### src/rtl/keypad_pkg.sv
// Shared types, default timing and the key-legend helper for the matrix keypad scanner.
package keypad_pkg;

    typedef enum logic [1:0] {
        NONE   = 2'd0,
        SINGLE = 2'd1,
        MULTI  = 2'd2
    } frame_result_e;

    localparam int DEF_NUM_ROWS        = 4;
    localparam int DEF_NUM_COLS        = 4;
    localparam int DEF_CLK_HZ          = 100_000_000;
    localparam int DEF_SCAN_HZ         = 1000;
    localparam int DEF_SETTLE_CYCLES   = 8;
    localparam int DEF_DEBOUNCE_FRAMES = 3;
    localparam int DEF_POP_CODE        = 12;

    // Printed legend of the 4x4 pad: 1 2 3 A / 4 5 6 B / 7 8 9 C / 0 F E D.
    function automatic logic [3:0] key_idx_to_hex(input logic [3:0] idx);
        logic [3:0] hex;
        case (idx)
            4'd0:    hex = 4'h1;
            4'd1:    hex = 4'h2;
            4'd2:    hex = 4'h3;
            4'd3:    hex = 4'hA;
            4'd4:    hex = 4'h4;
            4'd5:    hex = 4'h5;
            4'd6:    hex = 4'h6;
            4'd7:    hex = 4'hB;
            4'd8:    hex = 4'h7;
            4'd9:    hex = 4'h8;
            4'd10:   hex = 4'h9;
            4'd11:   hex = 4'hC;
            4'd12:   hex = 4'h0;
            4'd13:   hex = 4'hF;
            4'd14:   hex = 4'hE;
            default: hex = 4'hD;
        endcase
        return hex;
    endfunction

endpackage

### src/rtl/keypad_debounce.sv
// Frame-level debounce: commits a frame result after DEBOUNCE_FRAMES identical frames
// and turns each commit into press/release/pop pulses plus the held level.
module keypad_debounce
    import keypad_pkg::*;
#(
    parameter int CW              = 4,
    parameter int DEBOUNCE_FRAMES = DEF_DEBOUNCE_FRAMES,
    parameter int POP_CODE        = DEF_POP_CODE
) (
    input  logic          clk,
    input  logic          rst_n,
    input  logic          i_frame_end,
    input  frame_result_e i_result,
    input  logic [CW-1:0] i_idx,
    output logic [CW-1:0] o_key_code,
    output logic          o_key_valid,
    output logic          o_key_release,
    output logic          o_key_held,
    output logic          o_pop_valid
);

    localparam int SW = $clog2(DEBOUNCE_FRAMES + 1);

    frame_result_e r_prev_result;
    logic [CW-1:0] r_prev_idx;
    logic [SW-1:0] r_stable;
    logic [CW-1:0] r_key_code;
    logic          r_key_valid;
    logic          r_key_release;
    logic          r_key_held;
    logic          r_pop_valid;

    logic          w_same;
    logic [SW-1:0] w_stable_next;
    logic          w_commit;

    // The key index only matters when both frames saw exactly one key.
    assign w_same = (i_result == r_prev_result) &&
                    ((i_result != SINGLE) || (i_idx == r_prev_idx));

    always_comb begin
        w_stable_next = r_stable;
        if (w_same) begin
            if (r_stable != SW'(DEBOUNCE_FRAMES)) begin
                w_stable_next = r_stable + SW'(1);
            end
        end else begin
            w_stable_next = SW'(1);
        end
        w_commit = i_frame_end && (w_stable_next == SW'(DEBOUNCE_FRAMES)) &&
                   (!w_same || (r_stable != SW'(DEBOUNCE_FRAMES)));
    end

    always_ff @(posedge clk or negedge rst_n) begin
        if (!rst_n) begin
            r_prev_result <= NONE;
            r_prev_idx    <= '0;
            r_stable      <= '0;
            r_key_code    <= '0;
            r_key_valid   <= 1'b0;
            r_key_release <= 1'b0;
            r_key_held    <= 1'b0;
            r_pop_valid   <= 1'b0;
        end else begin
            r_key_valid   <= 1'b0;
            r_key_release <= 1'b0;
            r_pop_valid   <= 1'b0;
            if (i_frame_end) begin
                r_prev_result <= i_result;
                r_prev_idx    <= i_idx;
                r_stable      <= w_stable_next;
            end
            if (w_commit) begin
                case (i_result)
                    SINGLE: begin
                        if (!r_key_held || (i_idx != r_key_code)) begin
                            r_key_code  <= i_idx;
                            r_key_held  <= 1'b1;
                            r_key_valid <= 1'b1;
                            r_pop_valid <= (i_idx == CW'(POP_CODE));
                        end
                    end
                    NONE: begin
                        if (r_key_held) begin
                            r_key_held    <= 1'b0;
                            r_key_release <= 1'b1;
                        end
                    end
                    default: ;
                endcase
            end
        end
    end

    assign o_key_code    = r_key_code;
    assign o_key_valid   = r_key_valid;
    assign o_key_release = r_key_release;
    assign o_key_held    = r_key_held;
    assign o_pop_valid   = r_pop_valid;

endmodule

### src/rtl/keypad_scanner.sv
// Matrix keypad scanner: steps an active-low column, samples synchronised rows once per
// column, classifies each scan frame and hands the result to the debounce stage.
module keypad_scanner
    import keypad_pkg::*;
#(
    parameter int NUM_ROWS        = DEF_NUM_ROWS,
    parameter int NUM_COLS        = DEF_NUM_COLS,
    parameter int CLK_HZ          = DEF_CLK_HZ,
    parameter int SCAN_HZ         = DEF_SCAN_HZ,
    parameter int SETTLE_CYCLES   = DEF_SETTLE_CYCLES,
    parameter int DEBOUNCE_FRAMES = DEF_DEBOUNCE_FRAMES,
    parameter int POP_CODE        = DEF_POP_CODE,
    localparam int CW = ($clog2(NUM_ROWS * NUM_COLS) > 0) ? $clog2(NUM_ROWS * NUM_COLS) : 1
) (
    input  logic                clk,
    input  logic                rst_n,
    input  logic [NUM_ROWS-1:0] row_n,
    output logic [NUM_COLS-1:0] col_n,
    output logic [CW-1:0]       key_code,
    output logic                key_valid,
    output logic                key_release,
    output logic                key_held,
    output logic                pop_valid,
    output logic                multi_key
);

    localparam int DWELL = CLK_HZ / SCAN_HZ;
    localparam int DW    = ($clog2(DWELL) > 0) ? $clog2(DWELL) : 1;
    localparam int COLW  = ($clog2(NUM_COLS) > 0) ? $clog2(NUM_COLS) : 1;

    if (DWELL <= SETTLE_CYCLES + 2) begin : g_bad_dwell
        $error("keypad_scanner: DWELL must exceed SETTLE_CYCLES+2");
    end
    if (NUM_ROWS < 1 || NUM_COLS < 1) begin : g_bad_matrix
        $error("keypad_scanner: NUM_ROWS and NUM_COLS must be at least 1");
    end
    if (POP_CODE >= NUM_ROWS * NUM_COLS) begin : g_bad_pop
        $error("keypad_scanner: POP_CODE outside the key range");
    end
    if (DEBOUNCE_FRAMES < 1) begin : g_bad_debounce
        $error("keypad_scanner: DEBOUNCE_FRAMES must be at least 1");
    end

    logic [NUM_ROWS-1:0] r_sync1;
    logic [NUM_ROWS-1:0] r_sync2;
    logic [DW-1:0]       r_dwell;
    logic [COLW-1:0]     r_col;
    logic [NUM_COLS-1:0] r_col_n;
    logic [1:0]          r_cnt;
    logic [CW-1:0]       r_first_idx;
    logic                r_frame_end;
    logic                r_multi;

    logic                w_wrap;
    logic                w_sample;
    logic [COLW-1:0]     w_col_next;
    logic [1:0]          w_cnt_next;
    logic [CW-1:0]       w_first_idx_next;
    frame_result_e       w_result;

    assign w_wrap   = (r_dwell == DW'(DWELL - 1));
    assign w_sample = (r_dwell == DW'(SETTLE_CYCLES));

    always_comb begin
        w_col_next = r_col;
        if (w_wrap) begin
            w_col_next = (r_col == COLW'(NUM_COLS - 1)) ? '0 : r_col + COLW'(1);
        end
    end

    // Scan order is column-major, so the first key found is the lowest row of the lowest column.
    always_comb begin
        w_cnt_next       = r_cnt;
        w_first_idx_next = r_first_idx;
        for (int r = 0; r < NUM_ROWS; r++) begin
            if (!r_sync2[r]) begin
                if (w_cnt_next == 2'd0) begin
                    w_first_idx_next = CW'(r * NUM_COLS + int'(r_col));
                end
                if (w_cnt_next != 2'd2) begin
                    w_cnt_next = w_cnt_next + 2'd1;
                end
            end
        end
    end

    always_comb begin
        case (r_cnt)
            2'd0:    w_result = NONE;
            2'd1:    w_result = SINGLE;
            default: w_result = MULTI;
        endcase
    end

    always_ff @(posedge clk or negedge rst_n) begin
        if (!rst_n) begin
            r_sync1     <= '1;
            r_sync2     <= '1;
            r_dwell     <= '0;
            r_col       <= '0;
            r_col_n     <= '1;
            r_cnt       <= '0;
            r_first_idx <= '0;
            r_frame_end <= 1'b0;
            r_multi     <= 1'b0;
        end else begin
            r_sync1     <= row_n;
            r_sync2     <= r_sync1;
            r_dwell     <= w_wrap ? '0 : r_dwell + DW'(1);
            r_col       <= w_col_next;
            r_col_n     <= ~(NUM_COLS'(1) << w_col_next);
            r_frame_end <= w_sample && (r_col == COLW'(NUM_COLS - 1));
            if (r_frame_end) begin
                r_cnt       <= '0;
                r_first_idx <= '0;
                r_multi     <= (w_result == MULTI);
            end else if (w_sample) begin
                r_cnt       <= w_cnt_next;
                r_first_idx <= w_first_idx_next;
            end
        end
    end

    keypad_debounce #(
        .CW              (CW),
        .DEBOUNCE_FRAMES (DEBOUNCE_FRAMES),
        .POP_CODE        (POP_CODE)
    ) u_debounce (
        .clk           (clk),
        .rst_n         (rst_n),
        .i_frame_end   (r_frame_end),
        .i_result      (w_result),
        .i_idx         (r_first_idx),
        .o_key_code    (key_code),
        .o_key_valid   (key_valid),
        .o_key_release (key_release),
        .o_key_held    (key_held),
        .o_pop_valid   (pop_valid)
    );

    assign col_n     = r_col_n;
    assign multi_key = r_multi;

endmodule

### config.mk
export PLATFORM = sky130hd
export DESIGN_NAME = keypad_scanner
export DESIGN_NICKNAME = d
export VERILOG_FILES = /design/src/rtl/keypad_pkg.sv /design/src/rtl/keypad_debounce.sv /design/src/rtl/keypad_scanner.sv
export SDC_FILE = /design/constraint.sdc
export NUM_CORES = 1
export LEC_CHECK = 0
export BUFFER_PORTS_ARGS = -buffer_cell sky130_fd_sc_hd__buf_4
export CELL_PAD_IN_SITES_DETAIL_PLACEMENT = 0
export CELL_PAD_IN_SITES_GLOBAL_PLACEMENT = 1
export CORE_MARGIN = 2
export CORE_UTILIZATION = 47
export DETAILED_ROUTE_END_ITERATION = 10
export GPL_TIMING_DRIVEN = 0
export PLACE_DENSITY = 0.78
export SLEW_MARGIN = 20
export SYNTH_ARGS = -nofsm -noshare
export SYNTH_HDL_FRONTEND = slang
export SYNTH_SLANG_ARGS = --single-unit
### constraint.sdc
create_clock -name clk -period 2.95 [get_ports clk]
set_input_delay 0.295 -clock clk [delete_from_list [all_inputs] [get_ports clk]]
set_output_delay 0.295 -clock clk [all_outputs]
set_load 0.005 [all_outputs]
==> results_dict.tcl, run 1 <==
set metrics [dict create \
    clock-skew-final_ns 0.00962 \
    final_hold_viol_count 0 \
    power_leakage_nw 1.43 \
    hpwl_um 3970 \
    drive_above_1_share_pct 19.8 \
    grt_pass1_wl_um 9550 \
    cp_top_family "compound AO/OA/AOI/OAI gates" \
    status "complete, no violations" \
    rows 28 \
    diodes 0 \
    cp_max_fo 9 \
    max_cap_violations 0 \
    worstSetupPathType "reg -> reg" \
    tns_ns 0 \
    design_area_um2 3190 \
    synth_edf_count 0 \
    worst_path_max_delay_cell "mux2i_1" \
    ctsHoldBuffers 0 \
    cp-end-kind "register" \
    chipHeight_um 82.1 \
    rsz0062_at_grt "no" \
    postSynthCellCount 287 \
    grt_pass1_vias 1949 \
    synth_ff_type "dfrtp_1" \
    async_reset_ff_share_pct 100 \
    yosysWarnings 0 \
    clk_pin_slew_worst_paths_ns 0.10 \
    placed_area_um2 3100 \
    tightest_slew_ns 0.676 \
    seq_area_frac_synth_pct 47.6 \
    placed_cells 380 \
    cp_num_buf_inv 2 \
    ys_types 56 \
    cts_setup_buffers 0 \
    cpPeakStageDelay_ns 0.55 \
    cp.arrival_ns 2.86 \
    power.total_mw 1.35 \
    ctsResizeCount 0 \
    core_um2 5920 \
    ys_ff_latch 54 \
    hold_path_class "in -> async" \
    numClockSinks 54 \
    peakVddDrop_v 0.000190 \
    cts-root-buf "clkbuf_8" \
    drv_slew 0 \
    drc 0 \
    required_ns 3.18 \
    syn_avg_cell_area_um2 10.0 \
    start_kind "register" \
    tritoncts.num_buffers 5 \
    power.density_nw_per_um2 424 \
    regToRegSetupSlack_ns 0.32 \
    ff2ff_path_depth 9 \
    insertion_delay_ns 0.31 \
    fmax_mhz 380 \
    port_buffers 18 \
    drt_wl_total_um 5520 \
    start_util_pct 48.5 \
    dieArea_um2 6750 \
    grt.overflow.total 0 \
    io_pins 19 \
    crit_chain "inv_1 > ha_1 > clkbuf_2 > mux2i_1 > o32ai_1 > a32oi_1 > o21ai_1 > o21ai_2 > mux2i_1" \
    mappedNetlistNets 300 \
    antenna_found_initial 0 \
    r2r-end "r_first_idx[1]" \
    setup_viol 0 \
    drt_first_pass_iters 4 \
    finalCriticalPeriod_ns 2.63 \
    die_w_um 82.1 \
    gp_congestion 0.763 \
    cts_buffer_depth 2 \
    r2r-start "r_cnt[0]" \
    postRouteAntennaNets 0 \
    grt_max_degree 55 \
    synth_area_um2 2870 \
    min_period_over_period_pct 89.3 \
    relSlewSlack_pct 53.7 \
    vias_per_cell 5.43 \
    layout.cells.non_filler 388 \
    crit_top_cell "mux2i_1" \
    first_iter_violations 113 \
    cts_tree "done" \
    utilization_pct 53.8 \
    fin_nets 325 \
    setup_slack_ns 0.316 \
    whs_ns 0.00768 \
    syn_to_final_growth_pct 11.0 \
    dpl_worst_slack_ns 0.340 \
    cts_max_level 2 \
    num_vias 2105 \
    wire_per_inst_um 14.2 \
    grt_usage_pct 18.6 \
]
[area by class of cell]
cell class	count	area, um^2
Buffer	11	47.5
Inverter	9	33.8
Clock inverter	2	13.8
Clock buffer	6	72.6
Timing Repair Buffer	18	135
Fill cell	552	2740
Multi-Input combinational cell	213	1420
Sequential cell	54	1370
Tap cell	75	93.8
[power by group]
part	switching, mW	internal (mW)
logic	0.111	0.0655
registers	0.0114	0.754
clock network	0.241	0.168
[flip-flops by register name, summed over array words and instances, names as in the netlist]
| register | cells |
|---|---|
| r_cnt | 2 |
| u_debounce.o_pop_valid | 1 |
| multi_key | 1 |
| r_frame_end | 1 |
| u_debounce.r_stable | 2 |
| r_first_idx | 4 |
| col_n | 4 |
| r_sync1 | 4 |
| r_col | 2 |
| u_debounce.r_prev_idx | 4 |
| u_debounce.o_key_held | 1 |
| u_debounce.r_prev_result | 1 |
| u_debounce.o_key_release | 1 |
| u_debounce.o_key_code | 4 |
| r_dwell | 17 |
| r_sync2 | 4 |
| u_debounce.o_key_valid | 1 |
[synthesized netlist by cell type, types with 2 or more instances]
cell type,n,area (um^2)
ha_1,7,87.6
xor2_1,13,114
a2111oi_0,2,17.5
nand2_1,25,93.8
clkbuf_1,6,22.5
a21oi_1,19,95.1
nand3b_1,3,22.5
dfrtp_1,42,1050
nor4_1,5,31.3
a32oi_1,3,26.3
nor3_1,8,40.0
and3_1,3,18.8
mux2i_1,4,40.0
nor2_1,30,113
a31oi_1,3,18.8
dfstp_2,12,315
inv_1,9,33.8
nand2b_1,9,56.3
nand4_1,3,18.8
mux2_2,12,135
buf_2,4,20.0
a21o_1,3,22.5
nand3_1,8,40.0
xnor2_1,12,105
o21ai_0,8,40.0
nor2b_1,3,18.8
or3_1,2,12.5
[layout by cell type, fill, tap and decap left out, types with 7 or more instances in the layout]
| master | instances |
|---|---|
| dfrtp_1 | 42 |
| nor2_1 | 30 |
| nand2_1 | 25 |
| a21oi_1 | 19 |
| buf_4 | 18 |
| xor2_1 | 13 |
| mux2_2 | 12 |
| xnor2_1 | 12 |
| dfstp_2 | 12 |
| inv_1 | 9 |
| nand2b_1 | 9 |
| nand3_1 | 8 |
| nor3_1 | 8 |
| o21ai_0 | 8 |
| clkbuf_1 | 7 |
| ha_1 | 7 |
[cell families (layout without fill, tap and decap cells)]
logic type,count (synthesis),in the layout,synth area share (%)
xor gates and xnor gates,25,25,7.63
muxes,17,17,6.63
adders and majority gates,8,8,3.44
and+or+nand+nor,110,110,19.8
AOI/OAI and AO/OA,53,53,12.0
buffers and inverters,20,46,2.83
DFF,54,54,47.6
[layer usage]
metal | vias up | wire, um | GRT usage, %
li1 | 1056 | - | -
met1 | 1019 | 2710 | 27.5
met2 | 25 | 2560 | 28.0
met3 | 5 | 187 | 3.80
met4 | 0 | 55 | 5.00
met5 | - | 0 | 0
[how the worst max path moves through the flow]
| stage | from | endpoint | slack [ns] | cells past startpoint |
|---|---|---|---|---|
| floorplan | r_cnt[0] | r_cnt[1] | 0.82 | 9 |
| global placement | r_cnt[0] | r_cnt[1] | 0.37 | 9 |
| detailed placement | r_cnt[0] | r_first_idx[1] | 0.34 | 9 |
| CTS | r_cnt[0] | r_first_idx[1] | 0.34 | 9 |
| global route | r_cnt[0] | r_first_idx[1] | 0.04 | 9 |
| finish | r_cnt[0] | r_first_idx[1] | 0.32 | 9 |
Power figures use the tool's default switching activity.
==> inputs of run 2 (changes only) <==
- CORE_MARGIN: 2 -> unset
- clock period: 2.95 -> 2.66 ns (I/O delays scaled with it)
==> results_dict.tcl, run 2 (synthesis results as in run 1) <==
set metrics [dict create \
    finalCriticalPeriod_ns 2.36 \
    fin_nets 325 \
    cts_buffer_depth 2 \
    cp-end-kind "register" \
    port_buffers 18 \
    cts_setup_buffers 0 \
    drt_wl_total_um 5480 \
    cts-root-buf "clkbuf_8" \
    ff2ff_path_depth 8 \
    worstSetupPathType "reg -> reg" \
    insertion_delay_ns 0.31 \
    tightest_slew_ns 0.760 \
    grt_pass1_vias 1930 \
    dieArea_um2 6420 \
    first_iter_violations 115 \
    grt_usage_pct 18.5 \
    chipHeight_um 80.1 \
    diodes 0 \
    num_vias 2117 \
    mostFrequentLayoutCells "dfrtp_1 (41), nor2_1 (30), nand2_1 (25)" \
    status "complete, but fails checks" \
    layout.cells.non_filler 388 \
    critPathLaunch "r_cnt[0]" \
    hpwl_um 3850 \
    min_period_over_period_pct 88.5 \
    drc 1 \
    cts_max_level 2 \
    placed_cells 380 \
    core_um2 5920 \
    start_util_pct 48.5 \
    peakVddDrop_v 0.000311 \
    regMostFlops "r_dwell" \
    cp_max_fo 9 \
    final_hold_viol_count 22 \
    grt_pass1_wl_um 9130 \
    regToRegSetupSlack_ns 0.30 \
    tns_ns 0 \
    postRouteAntennaNets 0 \
    rsz0062_at_grt "no" \
    drt_first_pass_iters 7 \
    numClockSinks 54 \
    syn_to_final_growth_pct 12.3 \
    setup_viol 0 \
    final_common_cell "dfrtp_1" \
    violations "DRC, hold timing" \
    rows 28 \
    io_pins 19 \
    antenna_found_initial 0 \
    utilization_pct 54.4 \
    power.density_nw_per_um2 495 \
    required_ns 2.89 \
    ctsResizeCount 0 \
    wire_per_inst_um 14.1 \
    die_w_um 80.1 \
    drv_slew 0 \
    nFillCells 541 \
    grt_max_degree 55 \
    r2r-end "r_first_idx[1]" \
    hold_path_class "in -> async" \
    gp_congestion 0.772 \
    tritoncts.num_buffers 5 \
    clock-skew-final_ns 0.0103 \
    relSlewSlack_pct 48.9 \
    r2r-start "r_cnt[0]" \
    max_cap_violations 0 \
    whs_ns -0.0246 \
    fmax_mhz 425 \
    clk_pin_slew_worst_paths_ns 0.10 \
    power_leakage_nw 1.43 \
    drive_above_1_share_pct 20.4 \
    grt.overflow.total 0 \
    largest_reg_flops 17 \
    ctsHoldBuffers 0 \
    cp.arrival_ns 2.59 \
    vias_per_cell 5.46 \
    start_kind "register" \
    cts_tree "done" \
]
-- run 2: layout make-up --
type,instances,area (um^2),share of cell area [%]
Clock buffer,6,72.6,2.25
Clock inverter,2,37.5,1.16
Sequential cell,54,1370,42.4
Multi-Input combinational cell,213,1440,44.5
Buffer,11,47.5,1.48
Timing Repair Buffer,18,135,4.19
Inverter,9,33.8,1.05
Tap cell,75,93.8,2.91
-- run 2: worst max path at each step --
| stage | endpoint | slack [ns] | cells after the start |
|---|---|---|---|
| after global routing | r_cnt[1] | 0.07 | 9 |
| after detailed placement | r_cnt[1] | 0.07 | 9 |
| after global placement | r_cnt[1] | 0.08 | 9 |
| after CTS | r_cnt[1] | 0.03 | 9 |
| after floorplan | r_cnt[1] | 0.53 | 9 |
| final | r_first_idx[1] | 0.30 | 8 |
-- run 2: metal layers --
metal,wire (um),global-route usage [%]
met5,0,0
met1,2670,26.0
met2,2530,28.7
met4,80,5.89
met3,198,3.41
-- run 2: power by group --
group,internal [mW],switching [mW]
clock,0.281,0.264
sequential,0.837,0.0141
combinational,0.0754,0.125
total,1.19,0.403
-- run 2: stage by stage --
step | worst slack, ns | power [mW] | hold WS, ns | instance area [um^2]
floorplan | 0.526 | 0.999 | -0.0296 | 2870
global placement | 0.0817 | 1.06 | 0.344 | 3100
detailed placement | 0.0733 | 1.06 | 0.348 | 3100
CTS | 0.0332 | 1.61 | 0.00259 | 3210
global route | 0.0665 | 1.67 | 0.0336 | 3220
finish | 0.305 | 1.60 | -0.0246 | 3220
-- run 2: critical path: stages, from the launching register on --
cell and delay, ns:
dfrtp_2 0.48, inv_1 0.11, ha_1 0.26, mux2_4 0.33, maj3_2 0.32, a32oi_1 0.22
o21ai_1 0.14, o21ai_2 0.22, mux2i_1 0.21
==> inputs of run 3 (changes only) <==
- clock period: 2.66 -> 2.3 ns (I/O delays scaled with it)
==> results_dict.tcl, run 3 (synthesis results as in run 1) <==
set metrics [dict create \
    placed_cells 380 \
    chipHeight_um 80.1 \
    required_ns 2.47 \
    cts-root-buf "clkbuf_8" \
    hold_path_class "in -> reg" \
    clk_pin_slew_worst_paths_ns 0.08 \
    grt_max_degree 55 \
    cts_max_level 2 \
    die_w_um 80.1 \
    gp_congestion 0.772 \
    crit_top_cell "a21oi_1" \
    whs_ns 0.0330 \
    mostFrequentLayoutCells "dfrtp_1 (41), nor2_1 (30), nand2_1 (25)" \
    cp_top_family "compound AO/OA/AOI/OAI gates" \
    drc 1 \
    power.density_nw_per_um2 568 \
    cpPeakStageDelay_ns 0.47 \
    grt_pass1_wl_um 9220 \
    nFillCells 537 \
    cp.arrival_ns 2.34 \
    highest_layer "met4" \
    fin_nets 329 \
    status "complete, but fails checks" \
    drv_slew 0 \
    tns_ns 0 \
    drt_first_pass_iters 7 \
    wl_met1_um 2760 \
    rsz0062_at_grt "yes" \
    setup_viol 0 \
    wire_per_inst_um 14.3 \
    cp-end-kind "register" \
    wl_met3_um 152 \
    power_leakage_nw 1.45 \
    tritoncts.num_buffers 5 \
    insertion_delay_ns 0.31 \
    dpl_worst_slack_ns -0.287 \
    max_cap_violations 0 \
    postRouteAntennaNets 0 \
    start_kind "register" \
    diodes 0 \
    finalCriticalPeriod_ns 2.17 \
    setup_slack_ns 0.128 \
    relSlewSlack_pct 49.9 \
    min_period_over_period_pct 94.4 \
    cp_num_buf_inv 2 \
    cts_tree "done" \
    tightest_slew_ns 0.745 \
    rows 28 \
    design_area_um2 3290 \
    final_hold_viol_count 0 \
    layout.cells.non_filler 392 \
    drt_wl_total_um 5620 \
    core_um2 5920 \
    violations "DRC" \
    io_pins 19 \
    syn_to_final_growth_pct 14.6 \
    fmax_mhz 460 \
    crit_chain "inv_1 > ha_1 > buf_2 > mux2i_4 > a21oi_1 > a31oi_1 > o21ai_0 > a2111oi_1 > a21oi_1" \
    grt.overflow.total 0 \
    grt_pass1_vias 1957 \
    hpwl_um 3850 \
    clock-skew-final_ns 0.0126 \
    dieArea_um2 6420 \
    numClockSinks 54 \
    first_iter_violations 133 \
    antenna_found_initial 0 \
    peakVddDrop_v 0.000361 \
    num_vias 2142 \
    worst_path_max_delay_cell "a2111oi_1" \
    drive_above_1_share_pct 23.3 \
    grt_usage_pct 18.6 \
    largest_reg_flops 17 \
    cp_max_fo 8 \
    worstSetupPathType "reg -> reg" \
    final_common_cell "dfrtp_1" \
    regMostFlops "r_dwell" \
    port_buffers 18 \
    vias_per_cell 5.46 \
    wl_met2_um 2620 \
    cts_buffer_depth 2 \
    placed_area_um2 3100 \
    start_util_pct 48.5 \
]
==> run 3: cell count changes in the layout (fill, tap and decap cells not counted), sizes merged <==
cell | before | now
dlygate4sd3 | 0 | 1
buf | 22 | 26
clkbuf | 13 | 12
==> run 3: where the power goes <==
| part | leakage [nW] | switching (mW) | internal, mW |
|---|---|---|---|
| Clock | 0.0514 | 0.302 | 0.325 |
| Sequential | 0.687 | 0.00998 | 0.968 |
| Combinational | 0.715 | 0.162 | 0.103 |
==> run 3: through the flow <==
step	power (mW)	utilization, %
2_1_floorplan	1.16	-
3_3_place_gp	1.22	52.3
4_1_cts	1.87	54.9
5_1_grt	1.96	55.6
3_5_place_dp	1.23	52.3
6_report	1.87	55.6
==> run 3: layer usage <==
layer	vias to the layer above	global-route usage (%)
met5	-	0
met4	0	6.61
met1	1036	26.0
met2	26	29.0
li1	1071	-
met3	9	3.41
==> run 3: timing repair <==
item                                    in CTS  in global routing
buffers inserted                             2                  1
pin swaps                                    0                  1
hold buffers                                 1                  0
gates resized for setup                      3                  9
endpoints found under the setup margin       6                  6
endpoints found under the hold margin       42                  0
==> run 3: worst paths after layout <==
path,slack (ns),startpoint,cells after the start,end
setup / recovery,0.13,r_cnt[1],9,r_cnt[1]
hold / removal,0.03,row_n[3],1,r_sync1[3]
setup reg to reg,0.13,r_cnt[1],9,r_cnt[1]
hold reg to reg,0.36,r_sync1[0],0,r_sync2[0]
max in group asynchronous,1.33,rst_n,2,r_cnt[0]
min in group asynchronous,0.49,rst_n,2,u_debounce.o_pop_valid
==> run 3: area by class of cell <==
class / instances / area [um^2] / area share [%]
Buffer: 11 / 47.5 / 1.44
Clock buffer: 6 / 72.6 / 2.21
Clock inverter: 2 / 37.5 / 1.14
Inverter: 9 / 33.8 / 1.03
Multi-Input combinational cell: 213 / 1470 / 44.7
Sequential cell: 54 / 1370 / 41.6
Tap cell: 75 / 93.8 / 2.85
Timing Repair Buffer: 22 / 168 / 5.10
==> run 3: worst register-to-register path, cell delays in order, from the launching register on <==
cell and delay, ns:
dfrtp_1 0.37, inv_1 0.11, ha_1 0.19, buf_2 0.18, mux2i_4 0.26, a21oi_1 0.10
a31oi_1 0.15, o21ai_0 0.09, a2111oi_1 0.47, a21oi_1 0.13
